<file path="config.mk">
export PLATFORM = sky130hd
export DESIGN_NAME = prog_timer_mc_flat
export DESIGN_NICKNAME = d
export VERILOG_FILES = /design/src/rtl/prog_timer_mc_if.sv /design/src/rtl/prog_timer_mc.sv /design/src/flat_wrapper.sv
export SDC_FILE = /design/constraint.sdc
export NUM_CORES = 1
export LEC_CHECK = 0
export CAP_MARGIN = 20
export CORE_MARGIN = 2
export CORE_UTILIZATION = 50
export DETAILED_ROUTE_END_ITERATION = 7
export GPL_ROUTABILITY_DRIVEN = 0
export PLACE_DENSITY = 0.67
export SETUP_SLACK_MARGIN = 0.5
export SLEW_MARGIN = 0
export SYNTH_ARGS = -nofsm -noshare
export SYNTH_HDL_FRONTEND = slang
export SYNTH_SLANG_ARGS = --single-unit
</file>
<file path="constraint.sdc">
create_clock -name clk -period 5.6 [get_ports clk]
set_input_delay 1.12 -clock clk [delete_from_list [all_inputs] [get_ports clk]]
set_output_delay 1.12 -clock clk [all_outputs]
set_load 0.005 [all_outputs]
</file>
<file path="src/rtl/prog_timer_mc_if.sv">
// Register-write side of prog_timer_mc: nibble write bus plus load status.
// Handshake: wr_en qualifies a/d/ch_sel for exactly the cycle it is high and there is no
// back-pressure (every strobed beat is consumed); busy/done/err are status outputs, not a ready.
interface prog_timer_mc_if #(
  parameter int DATA_W = 4,
  parameter int CH_W   = 2
);
  logic              wr_en;
  logic [1:0]        a;
  logic [DATA_W-1:0] d;
  logic [CH_W-1:0]   ch_sel;
  logic              busy;
  logic              done;
  logic              err;

  modport master (output wr_en, a, d, ch_sel, input busy, done, err);
  modport slave  (input wr_en, a, d, ch_sel, output busy, done, err);
endinterface

</file>
<file path="src/rtl/prog_timer_mc.sv">
// Multi-channel programmable clock divider with a nibble-bus load FSM.
// Optional macro GATE_RETRIGGER_EN: a rising gate edge reloads the channel counter.
module prog_timer_mc #(
  parameter int NUM_CH  = 4,
  parameter int CNT_W   = 8,
  parameter int DATA_W  = 4,
  parameter int CNT_MIN = 2,
  parameter int CNT_MAX = 200,
  parameter int CH_W    = (NUM_CH > 1) ? $clog2(NUM_CH) : 1
) (
  input  logic               clk,
  input  logic               rst_n,
  prog_timer_mc_if.slave     bus,
  input  logic [NUM_CH-1:0]  g,
  output logic [NUM_CH-1:0]  out,
  output logic               dbg_state
);
  localparam int NBEATS = CNT_W / DATA_W;
  localparam int BEAT_W = (NBEATS > 1) ? $clog2(NBEATS) : 1;
  localparam logic [BEAT_W-1:0] LAST_BEAT = BEAT_W'(NBEATS - 1);
  localparam logic [CNT_W-1:0]  N_MIN     = CNT_W'(CNT_MIN);
  localparam logic [CNT_W-1:0]  N_MAX     = CNT_W'(CNT_MAX);

  typedef enum logic [0:0] {IDLE, LOAD} state_t;
  state_t state, state_n;

  logic [CH_W-1:0]   ch_q;
  logic [2:0]        mode_q;
  logic              ctrl_bad_q;
  logic [CNT_W-1:0]  shadow_q;
  logic [BEAT_W-1:0] beat_q;
  logic              done_q, err_q;
  logic              cap_ctrl, shift_beat, commit, reject;
  logic [CNT_W-1:0]  n_new;
  logic              cfg_ok;

  // Divisor as it stands once the current beat is shifted in (MSB beat first).
  assign n_new  = (shadow_q << DATA_W) | CNT_W'(bus.d);
  assign cfg_ok = (n_new >= N_MIN) && (n_new <= N_MAX) && (mode_q <= 3'd5)
               && (32'(ch_q) < NUM_CH) && !ctrl_bad_q
               && !(mode_q == 3'd2 && n_new[0])
               && !((mode_q == 3'd3 || mode_q == 3'd4) && !n_new[0]);

  always_ff @(posedge clk) begin
    if (!rst_n) state <= IDLE;
    else        state <= state_n;
  end

  always_comb begin
    state_n    = state;
    cap_ctrl   = 1'b0;
    shift_beat = 1'b0;
    commit     = 1'b0;
    reject     = 1'b0;
    case (state)
      IDLE: begin
        if (bus.wr_en && bus.a == 2'b10) begin
          cap_ctrl = 1'b1;
          state_n  = LOAD;
        end
      end
      LOAD: begin
        if (bus.wr_en) begin
          if (bus.a == 2'b00) begin
            shift_beat = 1'b1;
            if (beat_q == LAST_BEAT) begin
              state_n = IDLE;
              commit  = cfg_ok;
              reject  = !cfg_ok;
            end
          end else begin
            state_n = IDLE;
            reject  = 1'b1;
          end
        end
      end
      default: state_n = IDLE;
    endcase
  end

  always_ff @(posedge clk) begin
    if (!rst_n) begin
      ch_q       <= '0;
      mode_q     <= '0;
      ctrl_bad_q <= 1'b0;
      shadow_q   <= '0;
      beat_q     <= '0;
      done_q     <= 1'b0;
      err_q      <= 1'b0;
    end else begin
      done_q <= commit;
      err_q  <= reject;
      if (cap_ctrl) begin
        ch_q       <= bus.ch_sel;
        mode_q     <= bus.d[2:0];
        ctrl_bad_q <= bus.d[3];
        shadow_q   <= '0;
        beat_q     <= '0;
      end else if (shift_beat) begin
        shadow_q <= n_new;
        beat_q   <= beat_q + BEAT_W'(1);
      end
    end
  end

  assign bus.busy  = (state == LOAD);
  assign bus.done  = done_q;
  assign bus.err   = err_q;
  assign dbg_state = state;

  for (genvar i = 0; i < NUM_CH; i++) begin : g_ch
    logic [CNT_W-1:0] n_r, cnt_r;
    logic [2:0]       mode_r;
    logic             vld_r, raw, wr_hit, g_rise;
    logic [CNT_W:0]   n_ext, c_ext;

    assign wr_hit = commit && (32'(ch_q) == i);
    assign n_ext  = {1'b0, n_r};
    assign c_ext  = {1'b0, cnt_r};

`ifdef GATE_RETRIGGER_EN
    logic g_q;
    always_ff @(posedge clk) begin
      if (!rst_n) g_q <= 1'b0;
      else        g_q <= g[i];
    end
    assign g_rise = g[i] & ~g_q;
`else
    assign g_rise = 1'b0;
`endif

    // Commit wins over counting; mode 5 parks at 1 until the next commit.
    always_ff @(posedge clk) begin
      if (!rst_n) begin
        n_r    <= '0;
        cnt_r  <= '0;
        mode_r <= '0;
        vld_r  <= 1'b0;
      end else if (wr_hit) begin
        n_r    <= n_new;
        cnt_r  <= n_new;
        mode_r <= mode_q;
        vld_r  <= 1'b1;
      end else if (vld_r && g_rise) begin
        cnt_r <= n_r;
      end else if (vld_r && g[i]) begin
        if (cnt_r == CNT_W'(1)) begin
          if (mode_r != 3'd5) cnt_r <= n_r;
        end else begin
          cnt_r <= cnt_r - CNT_W'(1);
        end
      end
    end

    always_comb begin
      raw = 1'b0;
      case (mode_r)
        3'd0:    raw = (cnt_r == n_r);
        3'd1:    raw = (cnt_r != n_r);
        3'd2:    raw = (c_ext <= (n_ext >> 1));
        3'd3:    raw = (c_ext <= ((n_ext - (CNT_W+1)'(1)) >> 1));
        3'd4:    raw = (c_ext <= ((n_ext + (CNT_W+1)'(1)) >> 1));
        3'd5:    raw = (cnt_r > CNT_W'(1));
        default: raw = 1'b0;
      endcase
    end

    assign out[i] = raw & g[i] & vld_r;
  end
endmodule

</file>
<file path="src/flat_wrapper.sv">
// flat-port wrapper written by rule: the top's interface ports become plain ports
module prog_timer_mc_flat 
#(
  parameter int NUM_CH  = 4,
  parameter int CNT_W   = 8,
  parameter int DATA_W  = 4,
  parameter int CNT_MIN = 2,
  parameter int CNT_MAX = 200,
  parameter int CH_W    = (NUM_CH > 1) ? $clog2(NUM_CH) : 1
)
  (clk, rst_n, g, out, dbg_state, bus_wr_en, bus_a, bus_d, bus_ch_sel, bus_busy, bus_done, bus_err);
  prog_timer_mc_if #(.DATA_W(DATA_W), .CH_W(CH_W)) bus_i ();
  input  logic clk;
  input  logic rst_n;
  input  logic [NUM_CH-1:0] g;
  output logic [NUM_CH-1:0] out;
  output logic dbg_state;
  input wire logic [$bits(bus_i.wr_en)-1:0] bus_wr_en;
  input wire logic [$bits(bus_i.a)-1:0] bus_a;
  input wire logic [$bits(bus_i.d)-1:0] bus_d;
  input wire logic [$bits(bus_i.ch_sel)-1:0] bus_ch_sel;
  output wire logic [$bits(bus_i.busy)-1:0] bus_busy;
  output wire logic [$bits(bus_i.done)-1:0] bus_done;
  output wire logic [$bits(bus_i.err)-1:0] bus_err;
  assign bus_i.wr_en = bus_wr_en;
  assign bus_i.a = bus_a;
  assign bus_i.d = bus_d;
  assign bus_i.ch_sel = bus_ch_sel;
  assign bus_busy = bus_i.busy;
  assign bus_done = bus_i.done;
  assign bus_err = bus_i.err;
  prog_timer_mc #(.NUM_CH(NUM_CH), .CNT_W(CNT_W), .DATA_W(DATA_W), .CNT_MIN(CNT_MIN), .CNT_MAX(CNT_MAX), .CH_W(CH_W)) u_core (.clk(clk), .rst_n(rst_n), .bus(bus_i), .g(g), .out(out), .dbg_state(dbg_state));
endmodule
</file>
# Word-level counts from Yosys, hierarchy flattened
# Index checks and enable logic that the tools add are counted.
# Widths: inputs -> output; s select.
word_totals:
  register_bits: 94
  out_inout_bits: 8
  elab_cells: 187
classes:
  n_mux: 35
  magnitude_cmp: 19
  add_sub_neg: 13
  n_reduce_logical: 38
  bitwise: 11
  eq_ne: 47
op_table:
  columns: ["cell", "n"]
  rows:
  - ["$mux 8", 16]
  - ["$le 8x8->1", 8]
  - ["$add 8x1->9 const B", 4]
  - ["$sub 8x1->9 const B", 4]
  - ["$eq 8x1->1 const B", 4]
  - ["$eq 8x8->1", 4]
  - ["$gt 8x1->1 const B", 4]
  - ["$le 8x7->1", 4]
  - ["$ne 8x8->1", 4]
  - ["$sub 8x1->8 const B", 4]
  - ["$eq 3x2->1 const B", 10]
  - ["$eq 3x3->1 const B", 9]
  - ["$pmux 1 s6", 4]
  - ["$logic_and 1x1->1", 16]
  - ["$mux 1", 14]
  - ["$eq 3x1->1 const B", 4]
  - ["$logic_not 3->1", 4]
  - ["$ne 3x2->1 const B", 4]
  - ["$ne 3x3->1 const B", 4]
  - ["$and 1x1->1", 8]
  - ["$ge 8x2->1 const B", 1]
  - ["$le 8x8->1 const B", 1]
  - ["$or 8x4->8", 1]
  - ["$reduce_and 2->1", 4]
  - ["12 further kinds", 23]

# Logic depth before layout (Yosys ltp)
# Gate-level depths: netlist (run 1).
logic_depth:
  ltp_word: 14
  mapped_depth: 13
  mapped_depth_nobuf: 12

# Worst setup path after synthesis (run 1)
# No wires, ideal clock.
synth_path:
  path_kind: "register to output"
  start: "reg u_core.g_ch[0].n_r[2]"
  end: "out out[0]"
  t_arrival_ns: 2.406
  setup_slack_ns: 2.074
  path_stages_with_launch: 13
  required_time_ns: 4.480
  cell_sequence: "dfxtp_1 -> clkbuf_1 -> inv_1 -> nor3_1 -> and3_1 -> nand3_1 -> xnor2_1 -> ha_1 -> nand4_1 -> or2_2 -> o21ai_0 -> a32oi_1 -> a31oi_1"
synth_between:
  elab_chain_cells: 5
  elab_cells_between_ends: 10
  cone_classes: "add/sub: 2; order compare: 3; eq/ne: 2; mux: 1; bitwise: 2"
synth_rtl:
  columns: ["element", "line_no", "rtl"]
  rows:
  - ["start, declared", "prog_timer_mc.sv:112", "logic [CNT_W-1:0] n_r, cnt_r;"]
  - ["start signal, assigned", "prog_timer_mc.sv:140", "n_r <= n_new;"]
  - ["$add 8x1->9 / $sub 8x1->9 (equally long branches)", "prog_timer_mc.sv:162, prog_timer_mc.sv:161", null]
  - ["$le 8x8->1, on equally long branches", "prog_timer_mc.sv:162, prog_timer_mc.sv:161", null]
  - ["$pmux 1 s6 *", "prog_timer_mc.sv:157", "case (mode_r)"]
  - ["$and 1x1->1 * (2 in a row)", "prog_timer_mc.sv:168", "assign out[i] = raw & g[i] & vld_r;"]
  - ["end, declared", "flat_wrapper.sv:16", "output logic [NUM_CH-1:0] out;"]
# Every way passes the cells marked *; elsewhere a longest branch is shown, timed or not.

# Worst setup path in the final report (run 1)
layout_path:
  start: "reg u_core.g_ch[2].n_r[2]"
  end: "out out[2]"
layout_between:
  elab_chain_cells: 5
  elab_cells_between_ends: 10
  cone_classes: "add/sub: 2; order compare: 3; eq/ne: 2; mux: 1; bitwise: 2"
layout_rtl:
  columns: ["element", "line_no"]
  rows:
  - ["start, declared", "prog_timer_mc.sv:112"]
  - ["start signal, assigned", "prog_timer_mc.sv:140"]
  - ["$add 8x1->9 / $sub 8x1->9 (equally long branches)", "prog_timer_mc.sv:162, prog_timer_mc.sv:161"]
  - ["$le 8x8->1, on equally long branches", "prog_timer_mc.sv:162, prog_timer_mc.sv:161"]
  - ["$pmux 1 s6 *", "prog_timer_mc.sv:157"]
  - ["$and 1x1->1 * (2 in a row)", "prog_timer_mc.sv:168"]
# Marks and branches as above.

==> metrics, run 1 <==
status=complete, no violations; Yosys top cell by area=dfxtp_1; Post-CTS Resized=0; clk_lat worst skew=0.35 ns; ANT nets after route=0; Die Y=132.6 um; Worst Max-Slew Pin Slew=0.9935 ns; postcts setup bufs=0; number of clock sinks=94; I/O Buffers=22; synthesized cell area=8264 um^2; endpoint arrival time on the critical path=3.52 ns; Final Hold Fails=0; leak pwr=0.003393 uW; Detailed Route WL=21.37 mm; via count=7670; I/O pins=23; #FFs+latches synth=94; Synth area leaders=dfxtp_1, ha_1, xnor2_1, a21oi_1, nand2_1; Max Freq=215.3 MHz; top-area cell type share of the netlist area=22.77%; Hold Path Sink=u_core.g_ch[0].vld_r; Die Wd=132.6 um; Synth cell types=65; worst min path class=reg2reg; RSZ-0062 raised after global routing=false; clock buffer count from CTS=9; CP Class=reg2out; reg2reg path depth=5; largest net degree at the start of global routing=41; final worst-path cycle share=82.94%; GR Overflow Total=0; # diodes=0; asr flop ratio synth=0%; Syn Nets=1220; WHS Path Cells=2; htree depth=3; setup TNS=0 ns; Initial Utilization=50.55%; post-layout min period=4.645 ns; syn avg cell area=7.533 um^2; CTS Root Cell=clkbuf_16; global-route wire length before repair=35.45 mm; routed len/inst=16.56 um; Finish-stage setup viols=0; power per cell area=155.0 nW/um^2; Startpoint Class=flop; RR Startpoint=u_core.bus.busy; Synth warnings=0; Slew HR=33.41%; clock-pin slew of the registers on the worst-case setup and hold paths=0.07 ns; Clock Path Buffers=2; Site Rows=47; layout cell share with drive strength beyond 1=2.991%; Synth Instances=1097; # DRC=0; Max Cap Violations=0; CP max FO=8; sequential area share after synthesis=22.77%; Pins Over Slew Limit=0; initial antenna violation count=0; 1st-iter DRT viols=586; CP Data Required Time=4.48 ns; drt pass-1 iters=5; peak supply drop=0.1516 mV; critical path capture point type=output pin; Final #Nets=1188; commonest register cell after synthesis=dfxtp_1; die area=17570 um^2; vias in the first global route=6962; Total Routing Usage GR=24.34%; Core Region=16350 um^2; Crit Reg-Reg Endpoint=u_core.g_ch[1].cnt_r[1]; Post-synth EDFFs=0; cts hold-fix bufs=0; worst hold slack=0.4707 ns; CTS tree=done; Worst Hold Launch=u_core.g_ch[0].vld_r; CP startpoint=u_core.g_ch[2].n_r[2]; final clock skew=0.01255 ns; detailed placement HPWL=15.92 mm; via/cell ratio=5.946; Worst R2R Setup Slack=2.84 ns; area grow syn2layout=6.525%
==> final cells by class <==
cell class | instances | area, um^2
Fill cell | 1661 | 7545
Timing Repair Buffer | 27 | 257.7
Sequential cell | 94 | 1882
Clock inverter | 6 | 76.32
Clock buffer | 10 | 229.0
Tap cell | 220 | 275.3
Multi-Input combinational cell | 878 | 5877
Inverter | 55 | 206.4
==> worst max-delay path: stages, from the launching register on <==
cell and delay (ns):
dfxtp_1 0.52, inv_1 0.20, nor3_1 0.34, and3_1 0.22
nand3_1 0.11, xnor2_1 0.17, ha_1 0.29, nand4_1 0.13
nor2_1 0.20, a211oi_1 0.09, nor3_1 0.15, mux2i_1 0.09
a21oi_1 0.14, clkdlybuf4s50_1 0.51
==> cell families (layout without fill, tap and decap cells) <==
family	after synthesis	in the layout	share of synthesized area, %
muxes	10	10	1.211
DFF	94	94	22.77
xor gates and xnor gates	85	85	9.008
buffers and inverters	125	98	6.192
adders and majority gates	108	108	16.35
and+or+nand+nor	400	400	23.62
AOI/OAI and AO/OA	275	275	20.85
==> worst max path at each step <==
stage          slack [ns]  cells after the start  endpoint
6_report             0.96                     13    out[2]
5_1_grt              0.68                     13    out[2]
3_3_place_gp         1.42                     13    out[2]
4_1_cts              0.98                     13    out[2]
2_1_floorplan        2.07                     12    out[0]
3_5_place_dp         1.36                     13    out[2]
==> power by group <==
part,switching [uW],internal (uW)
logic,31.2,18.9
clock network,285,356
registers,4.27,670
total,320,1040
==> per-layer routing <==
metal  track usage (%)  up-vias  wire length [um]
li1                  -     3874                 -
met1             33.85     3586             10320
met2             40.27      183              9992
met3             2.989       27               779
met4             5.615        0               280
met5                 0        -                 0
==> cell usage after synthesis, types with 31 or more instances <==
library cell  number
a21oi_1          114
clkbuf_1          53
dfxtp_1           94
ha_1             108
inv_1             51
nand2_1          134
nand3_1           47
nand4_1           31
nor2_1            77
nor3_1            43
o21ai_0           44
xnor2_1           74
==> placed cells by master, fill, tap and decap left out, drive strengths merged, types with 10 or more instances in the layout <==
cell,synthesis,routed
a211oi,18,18
o21ai,44,44
clkbuf,53,10
mux2i,10,10
a21oi,114,114
ha,108,108
nor4,15,15
dfxtp,94,94
nor2,77,77
nor3,45,45
xnor2,74,74
nor2b,12,12
inv,51,56
o211ai,20,20
o22ai,11,11
xor2,11,11
clkdlybuf4s50,0,22
nand2,134,134
nand4,31,31
nand3,47,47
==> flip-flops by register name, summed over array words and instances, names as in the netlist <==
name,flops
u_core.g_ch.n_r,32
u_core.g_ch.vld_r,4
u_core.bus.err,1
u_core.g_ch.cnt_r,32
u_core.ctrl_bad_q,1
u_core.shadow_q,4
u_core.ch_q,2
u_core.bus.busy,1
u_core.bus.done,1
u_core.beat_q,1
u_core.g_ch.mode_r,12
u_core.mode_q,3
==> metrics by stage <==
stage	cells	power [uW]	utilization [%]	instance area, um^2	setup slack [ns]
CTS	1290	1375	53.85	8803	0.9758
detailed placement	1274	739.3	51.98	8498	1.363
floorplan	1097	716.4	-	8264	2.074
finish	1290	1364	53.85	8803	0.9555
global route	1290	1410	53.85	8803	0.6812
global placement	1274	739.1	51.98	8498	1.417
No activity file was read; power rests on OpenSTA's default activity.
==> run 2, diff against run 1 <==
--- a/config.mk
+++ b/config.mk
@@ -10,7 +10,7 @@
 export CORE_UTILIZATION = 50
 export DETAILED_ROUTE_END_ITERATION = 7
 export GPL_ROUTABILITY_DRIVEN = 0
-export PLACE_DENSITY = 0.67
+export PLACE_DENSITY = 0.69
 export SETUP_SLACK_MARGIN = 0.5
 export SLEW_MARGIN = 0
 export SYNTH_ARGS = -nofsm -noshare
==> constraint.sdc (replaced) <==
create_clock -name clk -period 4.2 [get_ports clk]
set_input_delay 0.84 -clock clk [delete_from_list [all_inputs] [get_ports clk]]
set_output_delay 0.84 -clock clk [all_outputs]
set_load 0.005 [all_outputs]
==> metrics, run 2 (synthesis gave the netlist of run 1 again) <==
status=complete, no violations (unchanged); Site Rows=47 (unchanged); Core Region=16350 um^2 (unchanged); Final #Nets=1225 (was 1188); clk_lat worst skew=0.35 ns (about the same); htree depth=3 (unchanged); global-route wire length before repair=37.17 mm (was 35.45 mm); ANT nets after route=0 (unchanged); I/O pins=23 (unchanged); highest-count cells in the layout ignoring fill and taps=nand2_1, a21oi_1, ha_1 (unchanged); Max Cap Violations=0 (unchanged); post-layout min period=3.582 ns; GR Overflow Total=0 (unchanged); Largest regs=u_core.g_ch.cnt_r x32, u_core.g_ch.n_r x32, u_core.g_ch.mode_r x12 (unchanged); drt pass-1 iters=5 (unchanged); largest net degree at the start of global routing=35 (was 41); clock buffer count from CTS=9 (unchanged); detailed placement HPWL=16.42 mm (was 15.92 mm); layout cell share with drive strength beyond 1=11.66% (was 2.991%); CP Class=reg2out (unchanged); final worst-path cycle share=85.27%; Clock Path Buffers=2 (unchanged); die area=17570 um^2 (unchanged); Finish-stage setup viols=0 (unchanged); via/cell ratio=5.992 (was 5.946); routed len/inst=16.90 um (was 16.56 um); CTS Root Cell=clkbuf_16 (unchanged); power per cell area=192.9 nW/um^2 (was 155.0 nW/um^2); Place WS=0.3713 ns (was 1.363 ns); number of clock sinks=94 (unchanged); Worst Max-Slew Pin Slew=0.8311 ns (was 0.9935 ns); Pins Over Slew Limit=0 (unchanged); Final Hold Fails=0 (unchanged); clock-pin slew of the registers on the worst-case setup and hold paths=0.07 ns (about the same); Max Freq=279.2 MHz; leak pwr=0.003677 uW (was 0.003393 uW); area grow syn2layout=12.78% (was 6.525%); # DRC=0 (unchanged); peak supply drop=0.2448 mV (was 0.1516 mV); CTS tree=done (unchanged); Detailed Route WL=22.40 mm (was 21.37 mm); endpoint arrival time on the critical path=2.74 ns (was 3.52 ns); Initial Utilization=50.55% (unchanged); CP max FO=3 (was 8); Filler cells=1576 (was 1661); vias in the first global route=7619 (was 6962); Die Y=132.6 um (unchanged); 1st-iter DRT viols=563 (was 586); cts hold-fix bufs=0 (unchanged); final clock skew=0.007915 ns (was 0.01255 ns); Total Routing Usage GR=25.45% (was 24.34%); Die Wd=132.6 um (unchanged); Final Instance Area=9320 um^2 (was 8803 um^2); reg2reg path depth=6 (was 5); # diodes=0 (unchanged); Post-DP Area=8671 um^2 (was 8498 um^2); WHS Path Cells=2 (unchanged); setup TNS=0 ns (unchanged); I/O Buffers=22 (unchanged); Startpoint Class=flop (unchanged); initial antenna violation count=0 (unchanged); RSZ-0062 raised after global routing=false (unchanged); worst min path class=reg2reg (unchanged); worst setup margin=0.6185 ns (was 0.9555 ns); commonest non-fill, non-tap cell in the layout=nand2_1 (unchanged); Slew HR=44.36% (was 33.41%); critical path capture point type=output pin (unchanged); CP Data Required Time=3.36 ns (was 4.48 ns); Final Core Density=57.01% (was 53.85%); via count=7945 (was 7670)
-- run 2: cell count changes in the layout (fill, tap and decap cells not counted), sizes merged --
cell / delta
dlygate4sd2: +2
dlymetal6s2s: +1
clkinvlp: +1
clkdlybuf4s50: -4
inv: -1
buf: +37
clkinv: -2
clkbuf: +2
-- run 2: where the power goes --
group          internal (uW)  switching, uW
registers                890           5.91
clock network            479            351
logic                   29.4           42.8
-- run 2: worst paths after layout --
| kind | to | slack (ns) | from |
|---|---|---|---|
| setup / recovery | out[3] | 0.62 | u_core.g_ch[3].n_r[1] |
| hold / removal | u_core.g_ch[0].vld_r | 0.47 | u_core.g_ch[0].vld_r |
| setup reg to reg | u_core.g_ch[0].cnt_r[3] | 1.49 | u_core.shadow_q[0] |
| hold reg to reg | u_core.g_ch[0].vld_r | 0.47 | u_core.g_ch[0].vld_r |
-- run 2: stage by stage --
stage | power, uW | std cells | hold WS (ns)
after floorplan | 955.2 | 1097 | 0.4402
after global placement | 991.6 | 1297 | 0.4475
after detailed placement | 991.7 | 1297 | 0.4574
after CTS | 1806 | 1325 | 0.4727
after global routing | 1846 | 1326 | 0.5009
final | 1798 | 1326 | 0.4675
-- run 2: layout make-up --
type	instances	area [um^2]	share of cell area [%]
clock buffer	11	242.7	2.604
clock inverter	4	55.05	0.5907
inverter	55	220.2	2.363
multi-input combinational	878	6081	65.24
sequential	94	1916	20.55
tap	220	275.3	2.953
timing repair buffer	64	530.5	5.692
-- run 2: critical path, stage by stage (launching register included) --
cell,delay [ns]
dfxtp_1,0.35
inv_2,0.10
ha_2,0.20
inv_1,0.05
or4_1,0.52
ha_4,0.30
nand4_1,0.12
a21oi_1,0.19
a211oi_2,0.05
o221ai_1,0.14
o22ai_1,0.09
dlygate4sd2_1,0.27
-- run 2: metal layers --
metal,share of wire [%],wire length [um],up-vias,track usage (%)
met4,2.0,459,0,8.901
met1,46,10360,3743,33.07
li1,-,-,3952,-
met3,4.2,941,46,4.061
met2,47,10640,204,42.83
met5,0,0,-,0
-- run 2: what timing repair did --
action,in CTS,in global routing
gates resized for setup,55,28
endpoints found under the setup margin,4,4
buffers inserted,13,1
pin swaps,13,12
